$ cat config.mk
export PLATFORM = sky130hd
export DESIGN_NAME = solver_work_dispatcher
export DESIGN_NICKNAME = d
export VERILOG_FILES = /design/src/rtl/fractal_pkg.sv /design/src/rtl/rr_arbiter.sv /design/src/rtl/solver_work_dispatcher.sv
export SDC_FILE = /design/constraint.sdc
export NUM_CORES = 1
export LEC_CHECK = 0
export ABC_CLOCK_PERIOD_IN_PS = 8600
export BUFFER_PORTS_ARGS = -buffer_cell sky130_fd_sc_hd__buf_2
export CAP_MARGIN = 20
export CORE_MARGIN = 4
export CORE_UTILIZATION = 62
export CTS_BUF_LIST = sky130_fd_sc_hd__clkbuf_4 sky130_fd_sc_hd__clkbuf_8
export CTS_CLUSTER_DIAMETER = 100
export CTS_CLUSTER_SIZE = 12
export DETAILED_ROUTE_END_ITERATION = 10
export PLACE_DENSITY = 0.88
export SLEW_MARGIN = 20
export SYNTH_ARGS = -nofsm -noshare
export SYNTH_HDL_FRONTEND = slang
export SYNTH_SLANG_ARGS = --single-unit
$ cat constraint.sdc
create_clock -name clock -period 8.6 [get_ports clock]
set_input_delay 0.86 -clock clock [delete_from_list [all_inputs] [get_ports clock]]
set_output_delay 0.86 -clock clock [all_outputs]
set_load 0.1 [all_outputs]
$ cat src/rtl/fractal_pkg.sv
// Shared widths and dispatcher state encoding for the Mandelbrot solver array.
package fractal_pkg;

  localparam int COORD_W     = 27;
  localparam int SOLVER_ID_W = 6;
  localparam int PIX_X_W     = 10;
  localparam int PIX_Y_W     = 9;

  typedef enum logic [1:0] {
    StIdle,
    StRun,
    StDrain,
    StDone
  } disp_state_e;

endpackage

$ cat src/rtl/rr_arbiter.sv
// Combinational round-robin arbiter: lowest-index request at or above ptr, wrapping to 0.
module rr_arbiter
  import fractal_pkg::*;
#(
  parameter int N = 29
) (
  input  logic [N-1:0]           req,
  input  logic [SOLVER_ID_W-1:0] ptr,
  output logic [N-1:0]           grant,
  output logic [SOLVER_ID_W-1:0] grant_id,
  output logic                   valid
);

  logic [N-1:0] upper;
  logic         found;

  assign valid = |req;

  // Search the at-or-above-pointer half first, then fall back to the whole vector
  always_comb begin
    grant    = '0;
    grant_id = '0;
    upper    = '0;
    found    = 1'b0;
    for (int k = 0; k < N; k++) begin
      upper[k] = req[k] && (k >= int'(ptr));
    end
    for (int k = 0; k < N; k++) begin
      if (!found && upper[k]) begin
        found    = 1'b1;
        grant[k] = 1'b1;
        grant_id = SOLVER_ID_W'(k);
      end
    end
    for (int k = 0; k < N; k++) begin
      if (!found && req[k]) begin
        found    = 1'b1;
        grant[k] = 1'b1;
        grant_id = SOLVER_ID_W'(k);
      end
    end
  end

endmodule

$ cat src/rtl/solver_work_dispatcher.sv
// Frame scheduler: walks the pixel raster and hands one pixel per cycle to a requesting solver.
module solver_work_dispatcher
  import fractal_pkg::*;
#(
  parameter int NUM_SOLVERS = 29,
  parameter int WIDTH       = 640,
  parameter int HEIGHT      = 480,
  parameter int COORD_W     = fractal_pkg::COORD_W
) (
  input  logic                      clock,
  input  logic                      reset,
  input  logic                      start,
  input  logic signed [COORD_W-1:0] min_x,
  input  logic signed [COORD_W-1:0] min_y,
  input  logic signed [COORD_W-1:0] dx,
  input  logic signed [COORD_W-1:0] dy,
  input  logic [NUM_SOLVERS-1:0]    req,
  input  logic [NUM_SOLVERS-1:0]    busy,
  output logic [NUM_SOLVERS-1:0]    grant,
  output logic [SOLVER_ID_W-1:0]    grant_id,
  output logic [PIX_X_W-1:0]        pix_x,
  output logic [PIX_Y_W-1:0]        pix_y,
  output logic signed [COORD_W-1:0] c_re,
  output logic signed [COORD_W-1:0] c_im,
  output logic [31:0]               solve_time,
  output logic                      done
);

  disp_state_e state_q, state_d;
  logic        start_acc;

  logic [SOLVER_ID_W-1:0]    ptr_q;
  logic [NUM_SOLVERS-1:0]    grant_q;
  logic [NUM_SOLVERS-1:0]    elig;
  logic [NUM_SOLVERS-1:0]    arb_grant;
  logic [SOLVER_ID_W-1:0]    arb_id;
  logic                      arb_valid;

  logic [PIX_X_W-1:0]        x_q;
  logic [PIX_Y_W-1:0]        y_q;
  logic signed [COORD_W-1:0] cre_q, cim_q;
  logic signed [COORD_W-1:0] min_x_q, dx_q, dy_q;
  logic                      row_end, last_pix;

  assign row_end  = (x_q == PIX_X_W'(WIDTH - 1));
  assign last_pix = row_end && (y_q == PIX_Y_W'(HEIGHT - 1));

  // A solver granted last cycle is masked so it cannot be granted again before dropping req
  assign elig  = (state_q == StRun) ? (req & ~grant_q) : '0;
  assign grant = grant_q;

  rr_arbiter #(
    .N(NUM_SOLVERS)
  ) u_arb (
    .req     (elig),
    .ptr     (ptr_q),
    .grant   (arb_grant),
    .grant_id(arb_id),
    .valid   (arb_valid)
  );

  // Next-state logic and start acceptance
  always_comb begin
    state_d   = state_q;
    start_acc = 1'b0;
    unique case (state_q)
      StIdle, StDone: begin
        if (start) begin
          state_d   = StRun;
          start_acc = 1'b1;
        end
      end
      StRun: begin
        if (arb_valid && last_pix) state_d = StDrain;
      end
      StDrain: begin
        // grant_q is the previous cycle's grant; no grant is ever issued in DRAIN itself
        if ((busy == '0) && (grant_q == '0)) state_d = StDone;
      end
      default: state_d = StIdle;
    endcase
  end

  // State and round-robin pointer registers
  always_ff @(posedge clock) begin
    if (reset) begin
      state_q <= StIdle;
      ptr_q   <= '0;
    end else begin
      state_q <= state_d;
      if (arb_valid) begin
        ptr_q <= (arb_id == SOLVER_ID_W'(NUM_SOLVERS - 1)) ? '0 : arb_id + SOLVER_ID_W'(1);
      end
    end
  end

  // Raster position and incremental coordinates of the next pixel to hand out
  always_ff @(posedge clock) begin
    if (reset) begin
      x_q     <= '0;
      y_q     <= '0;
      cre_q   <= '0;
      cim_q   <= '0;
      min_x_q <= '0;
      dx_q    <= '0;
      dy_q    <= '0;
    end else if (start_acc) begin
      x_q     <= '0;
      y_q     <= '0;
      cre_q   <= min_x;
      cim_q   <= min_y;
      min_x_q <= min_x;
      dx_q    <= dx;
      dy_q    <= dy;
    end else if (arb_valid) begin
      if (row_end) begin
        x_q   <= '0;
        cre_q <= min_x_q;
        y_q   <= y_q + PIX_Y_W'(1);
        cim_q <= cim_q + dy_q;
      end else begin
        x_q   <= x_q + PIX_X_W'(1);
        cre_q <= cre_q + dx_q;
      end
    end
  end

  // Registered grant bundle; payload holds its last value between grants
  always_ff @(posedge clock) begin
    if (reset) begin
      grant_q  <= '0;
      grant_id <= '0;
      pix_x    <= '0;
      pix_y    <= '0;
      c_re     <= '0;
      c_im     <= '0;
    end else begin
      grant_q <= arb_grant;
      if (arb_valid) begin
        grant_id <= arb_id;
        pix_x    <= x_q;
        pix_y    <= y_q;
        c_re     <= cre_q;
        c_im     <= cim_q;
      end
    end
  end

  // Saturating solve timer and frame-done flag
  always_ff @(posedge clock) begin
    if (reset) begin
      solve_time <= '0;
      done       <= 1'b0;
    end else if (start_acc) begin
      solve_time <= '0;
      done       <= 1'b0;
    end else begin
      if (((state_q == StRun) || (state_q == StDrain)) && (solve_time != '1)) begin
        solve_time <= solve_time + 32'd1;
      end
      if ((state_q == StDrain) && (state_d == StDone)) done <= 1'b1;
    end
  end

endmodule

; ---- Word-level counts from Yosys, hierarchy flattened
; Index checks and enable logic that the tools add are counted.
[totals]
register_bits = 303
in_bits = 169
output_inout_bits = 141
wordCells = 407
[op_classes]
add_sub_neg = 6
n_lt_le_gt_ge = 29
n_eq_ne = 8
mux = 186
bitwise = 2
reduce_logical = 159
[op_table]
columns = operator, count
row1 = 5-bit two-way mux, 42
row2 = 27-bit two-way mux, 6
row3 = 1-bit two-way mux, 117
row4 = 1-bit logical AND, 91
row5 = "5-bit by 6-bit >= comparator with 1-bit output, first input constant", 13
row6 = 29-bit logical NOT, 2
row7 = 1-bit logical NOT, 57
row8 = 27-bit adder, 2
row9 = "4-bit by 6-bit >= comparator with 1-bit output, first input constant", 8
row10 = "32-bit by 1-bit adder with 32-bit output, second input constant", 1
row11 = 4-bit two-way mux, 8
row12 = "32-bit inequality test, second input constant", 1
row13 = 29-bit AND, 1
row14 = 29-bit two-way mux, 1
row15 = 29-bit inverter, 1
row16 = 29-bit OR reduction, 1
row17 = "3-bit by 6-bit >= comparator with 1-bit output, first input constant", 4
row18 = "1-bit by 6-bit >= comparator with 1-bit output, first input constant", 2
row19 = "2-bit by 6-bit >= comparator with 1-bit output, first input constant", 2
row20 = 3-bit two-way mux, 4
row21 = "10-bit by 1-bit adder with 10-bit output, second input constant", 1
row22 = "10-bit equality test, second input constant", 1
row23 = 10-bit two-way mux, 1
row24 = 2-bit two-way mux, 5
row25 = other kinds (13), 18

; ---- Logic depth before layout (Yosys ltp)
[logic_depth]
word_depth = 178
mapped_depth = 18
depth_no_buf = 14

; ---- Hierarchy
; Synthesis repeated with hierarchy kept, for this count alone.
[hier_totals]
cells_unflattened = 2115
area_unflattened_um2 = 16682.2
[modules_own_cells]
columns = mod, instances, cells_each, area_each_um2, seq_area_each_um2
row1 = solver_work_dispatcher, 1, 1781, 14569.0, 6065.8
row2 = rr_arbiter, 1, 334, 2113.3, 0.0

; ---- Worst setup path before layout
; OpenSTA, ideal clock, no wires.
[synth_timing]
path_kind = register to register
startpoint = register grant_q[2], in the netlist grant[2]
endpoint = register ptr_q[2]
setup_time_ns = 0.116
arrival_ns = 3.483
required_ns = 8.484
setup_slack_ns = 5.001
stages_incl_launch_ff = 13
path_buffers = 0
synth_period_minus_slack_ns = 3.599
path_cell_list = dfxtp_1 and3b_1 o32ai_2 o211a_1 nand4_2 nor4_2 o2bb2ai_1 a31oi_2 nor3_1 inv_1 ha_1 xnor2_1 a31o_1
[synth_via]
elab_chain_len = 173
word_cells_on_any_way = 230
cone_classes = add/sub (1) / eq/ne (1) / mux (113) / bitwise (2) / reduce/logical (113)
[synth_lines]
columns = element, line_no
row1 = from (decl), solver_work_dispatcher.sv:33  ; logic [NUM_SOLVERS-1:0] grant_q;
row2 = from (signal assigned), solver_work_dispatcher.sv:138  ; grant_q <= arb_grant;
row3 = 29-bit inverter *, solver_work_dispatcher.sv:49  ; assign elig = (state_q == StRun) ? (req & ~grant_q) : '0;
row4 = 29-bit AND *, solver_work_dispatcher.sv:49
row5 = 29-bit two-way mux *, solver_work_dispatcher.sv:49
row6 = 1-bit logical AND, rr_arbiter.sv:26  ; upper[k] = req[k] && (k >= int'(ptr));
row7 = 1-bit logical AND, rr_arbiter.sv:29  ; if (!found && upper[k]) begin
row8 = 1-bit two-way mux, rr_arbiter.sv:29
row9 = 1-bit logical NOT, rr_arbiter.sv:29
row10 = 1-bit logical AND, rr_arbiter.sv:29
row11 = [158 not listed], --
row12 = 1-bit logical AND, rr_arbiter.sv:36  ; if (!found && req[k]) begin
row13 = 1-bit two-way mux, rr_arbiter.sv:36
row14 = 1-bit logical NOT, rr_arbiter.sv:36
row15 = 1-bit logical AND, rr_arbiter.sv:36
row16 = 5-bit two-way mux *, rr_arbiter.sv:36
row17 = named net arb_id[0], solver_work_dispatcher.sv:36  ; logic [SOLVER_ID_W-1:0] arb_id;
row18 = 6-bit by 1-bit adder with 6-bit output or 6-bit by 5-bit equality test with 1-bit output (tied branches), solver_work_dispatcher.sv:92  ; ptr_q <= (arb_id == SOLVER_ID_W'(NUM_SOLVERS - 1)) ? '0 : arb_id + SOLVER_ID_W'(1);
row19 = 6-bit two-way mux *, solver_work_dispatcher.sv:92
row20 = to (signal assigned), solver_work_dispatcher.sv:92
row21 = to (decl), solver_work_dispatcher.sv:32  ; logic [SOLVER_ID_W-1:0] ptr_q;
; The timed path passes the listed nets; every way through them passes the cells marked *.
; A chain may end at the register's enable or synchronous reset.

; ---- Final worst setup path
[layout_timing]
startpoint = register state_q[0]
endpoint = register done
[layout_via]
elab_chain_len = 8
word_cells_on_any_way = 16
cone_classes = eq/ne (4) / mux (6) / reduce/logical (6)
[layout_lines]
columns = element, line_no
row1 = from (decl), solver_work_dispatcher.sv:29  ; disp_state_e state_q, state_d;
row2 = from (signal assigned), solver_work_dispatcher.sv:87  ; state_q <= StIdle;
row3 = from (signal assigned), solver_work_dispatcher.sv:90  ; state_q <= state_d;
row4 = 2-bit by 1-bit equality test with 1-bit output, "solver_work_dispatcher.sv:49, solver_work_dispatcher.sv:66"
row5 = 29-bit two-way mux, solver_work_dispatcher.sv:49
row6 = 29-bit OR reduction, rr_arbiter.sv:17  ; assign valid = |req;
row7 = 1-bit logical AND, solver_work_dispatcher.sv:74  ; if (arb_valid && last_pix) state_d = StDrain;
row8 = 2-bit two-way mux, solver_work_dispatcher.sv:74
row9 = 2-bit one-hot mux with 3 select lines, solver_work_dispatcher.sv:66  ; unique case (state_q)
row10 = 2-bit equality test, solver_work_dispatcher.sv:161  ; if ((state_q == StDrain) && (state_d == StDone)) done <= 1'b1;
row11 = 1-bit logical AND, solver_work_dispatcher.sv:161
row12 = to (signal assigned), solver_work_dispatcher.sv:153  ; done <= 1'b0;
row13 = to (signal assigned), solver_work_dispatcher.sv:156  ; done <= 1'b0;
row14 = to (signal assigned), solver_work_dispatcher.sv:161
row15 = to (decl), solver_work_dispatcher.sv:26  ; output logic done
; Several ways; a longest one is shown, not always the timed one.

==> impl_metrics.tcl <==
set metrics [dict create \
    setup_tns_ps 0 \
    io_buffers 308 \
    path_buf_inv 3 \
    p_total_w 0.00598 \
    cp_common_cell "buf_4" \
    grt_pass1_wl_mm 77.7 \
    synth_edf_count 0 \
    drtPass1Iterations 6 \
    drive_gt1_share_pct 17.0 \
    hold_viol 0 \
    yosysUniqueCellTypes 91 \
    numCtsBuffers 29 \
    p_seq_share_pct 33.0 \
    drv_cap 0 \
    rsz0062_at_grt "false" \
    post_cts_buffers 0 \
    switching_share_pct 50.1 \
    async_flop_share_pct 0 \
    row_count 58 \
    finalClockSkew_ps 22.0 \
    cts-resized-gates 0 \
    tightestPinTransition_ps 1090 \
    synthFlopType "dfxtp_1" \
    avgSynthCellArea_sq_um 7.72 \
    cp.arrival_ps 4970 \
    post-route-period-util_pct 52.6 \
    pwr-share-clk_pct 13.5 \
    routed-via-count 16627 \
    clock-root-buffer "clkbuf_8" \
    cp_slowest_cell "nor2_4" \
    insertion_delay_ps 600 \
    netlist_top_cells_area "dfxtp_1 37%, nand2_1 11%, a21oi_1 7.8%, ha_1 4.5%, nor2_1 3.6%" \
    final_antenna_net_count 0 \
    path_max_fanout 95 \
    drc 0 \
    pin_count 310 \
    drt_wl_total_mm 49.1 \
    cts_hold_buf 0 \
    fmax_mhz 221 \
    dp_hpwl_mm 35.8 \
    fin_nets 2554 \
    initial_core_util_pct 63.7 \
    clk_pin_slew_worst_paths_ps 80 \
    yosys_register_bits 302 \
    setup_viol 0 \
    ys_seq_area_share_pct 37.4 \
    synthCells 2094 \
    fill_cells 2107 \
    wire_per_inst_um 18.5 \
    initialDrtViolationCount 1640 \
    leakage_nw 7.57 \
    worst_slack_ps 4080 \
    min_period_ps 4520 \
    synth_top_cell_area_share_pct 37.4 \
    die_x_um 170 \
    hold_class "reg -> reg" \
    path_delay_family "simple AND/OR/NAND/NOR gates" \
    comb_power_share_pct 53.5 \
    clockBufferDepth 3 \
    dieHeight_um 170 \
    track_usage_pct 32.1 \
    place_ws_ps 4150 \
    post-synth-top-count-cell "nand2_1" \
    switchingPower_w 0.00299 \
    die-area_sq_um 28700 \
    startpoint_type "register" \
    cts_tree "yes" \
    end_kind "register" \
    vias_per_cell 6.26 \
    clock_sinks 302 \
    htreeDepth 1 \
    gr-total-overflow 0 \
    ys_warn_count 0 \
    syn2layout_area_growth_pct 12.7 \
    antenna_found_initial 3 \
    grt_max_degree 118 \
    synthesis.area_sq_um 16200 \
    slowest_delay_ps 810 \
    status "finished, final reports clean" \
    worstSetupPathType "reg -> reg" \
    p_int_w 0.00298 \
    slew_violations 0 \
    grt_pass1_vias 15325 \
    path_cells "ha_1 -> buf_4 -> inv_1 -> nor3b_1 -> nor4_4 -> buf_4 -> nor2_4 -> nand4_1 -> a311oi_1 -> a21oi_1 -> a31oi_1 -> nor2_1" \
    p_per_area_nw_per_um2 328 \
    syn_nets 2323 \
    cp.required_ps 9050 \
    synth_top_area_cell "dfxtp_1" \
    ys_top_cells_by_count "474 x nand2_1, 302 x dfxtp_1, 253 x a21oi_1" \
    irDropWorstVdd_v 0.000254 \
    place_congestion 0.991 \
    fp.coreArea_sq_um 25400 \
    slew_headroom_pct 27.1 \
]
state kept, by name (all words and copies together), names as in the netlist, 27 cells and up:
signal	cells
min_x_q	27
solve_time	32
c_re	27
c_im	27
cre_q	27
grant	29
dy_q	27
dx_q	27
cim_q	27
cell families (layout without fill, tap and decap cells):
kind of cell	after synthesis	in the layout	share of synthesized area, %
AOI/OAI and AO/OA	560	560	22.1
xor gates and xnor gates	79	79	4.28
adders and majority gates	60	60	4.73
buffers and inverters	147	379	3.84
DFF	302	302	37.4
muxes	7	7	0.449
other	1	2	0.0232
and+or+nand+nor	938	938	27.2
metal layers:
metal	track usage [%]	vias up	wire, um
met5	0	-	22
met4	7.74	4	1200
met3	6.52	99	4660
met2	52.6	797	22400
met1	44.0	7810	20800
li1	-	7917	-
area by class of cell:
cell class / count / area [sq um] / area share (%)
sequential: 302 / 6050 / 33.2
timing repair buffer: 321 / 1680 / 9.19
inverter: 26 / 97.6 / 0.535
clock inverter: 3 / 50.0 / 0.275
clock buffer: 29 / 399 / 2.19
antenna: 1 / 2.50 / 0.0137
tap: 330 / 413 / 2.27
multi-input combinational: 1645 / 9540 / 52.4
final timing paths:
check | cells past startpoint | from | slack [ps] | end
min reg2reg | 2 | c_im[11] | 450 | c_im[11]
min | 2 | c_im[11] | 450 | c_im[11]
max | 12 | state_q[0] | 4080 | done
max reg2reg | 12 | state_q[0] | 4080 | done
worst reg2reg max path, cell delays in order (launching register included):
cell,delay [ps]
dfxtp_1,410
ha_1,230
buf_4,430
inv_1,390
nor3b_1,610
nor4_4,100
buf_4,460
nor2_4,840
nand4_1,270
a311oi_1,340
a21oi_1,90
a31oi_1,170
nor2_1,50
power groups by stage:
stage / Clock, W / Sequential (W) / Combinational (W)
2_1_floorplan: 0 / 0.00254 / 0.00190
3_3_place_gp: 0 / 0.00198 / 0.00306
3_5_place_dp: 0 / 0.00199 / 0.00313
4_1_cts: 0.000817 / 0.00196 / 0.00315
5_1_grt: 0.000870 / 0.00201 / 0.00347
6_report: 0.000804 / 0.00197 / 0.00320
through the flow:
stage          utilization [%]  instances  area (sq um)  hold slack, ps
4_1_cts                   71.6       2654         18200             440
6_report                  71.8       2657         18200             448
3_5_place_dp              69.8       2622         17700             442
2_1_floorplan                -       2094         16200             432
5_1_grt                   71.7       2656         18200             457
3_3_place_gp              69.8       2622         17700             438
placed cells by master (no fill, tap or decap), types with 9 or more instances in the layout:
cell type | netlist | layout
xnor2_1 | 25 | 25
and3_1 | 22 | 22
nand3_1 | 38 | 38
nand4_1 | 34 | 34
or3_1 | 17 | 17
a21o_1 | 10 | 10
dfxtp_1 | 302 | 302
nor4_1 | 25 | 25
buf_4 | 7 | 11
inv_1 | 26 | 26
and3b_1 | 10 | 10
a21oi_1 | 253 | 253
a211oi_1 | 33 | 33
a311oi_1 | 21 | 21
nand2b_1 | 17 | 16
ha_1 | 58 | 58
xor2_1 | 54 | 54
nor3b_1 | 13 | 13
clkbuf_8 | 0 | 30
a31oi_1 | 16 | 16
and2_1 | 16 | 15
a32oi_1 | 9 | 9
nand3b_1 | 23 | 23
nor2b_1 | 12 | 12
o21a_1 | 13 | 13
nor3_1 | 41 | 41
buf_2 | 5 | 307
and4_1 | 9 | 9
nand2_1 | 474 | 473
nor2_1 | 155 | 154
o211ai_1 | 38 | 38
o21bai_1 | 9 | 9
o21ai_0 | 66 | 66
(Power assumes the default switching activity.)
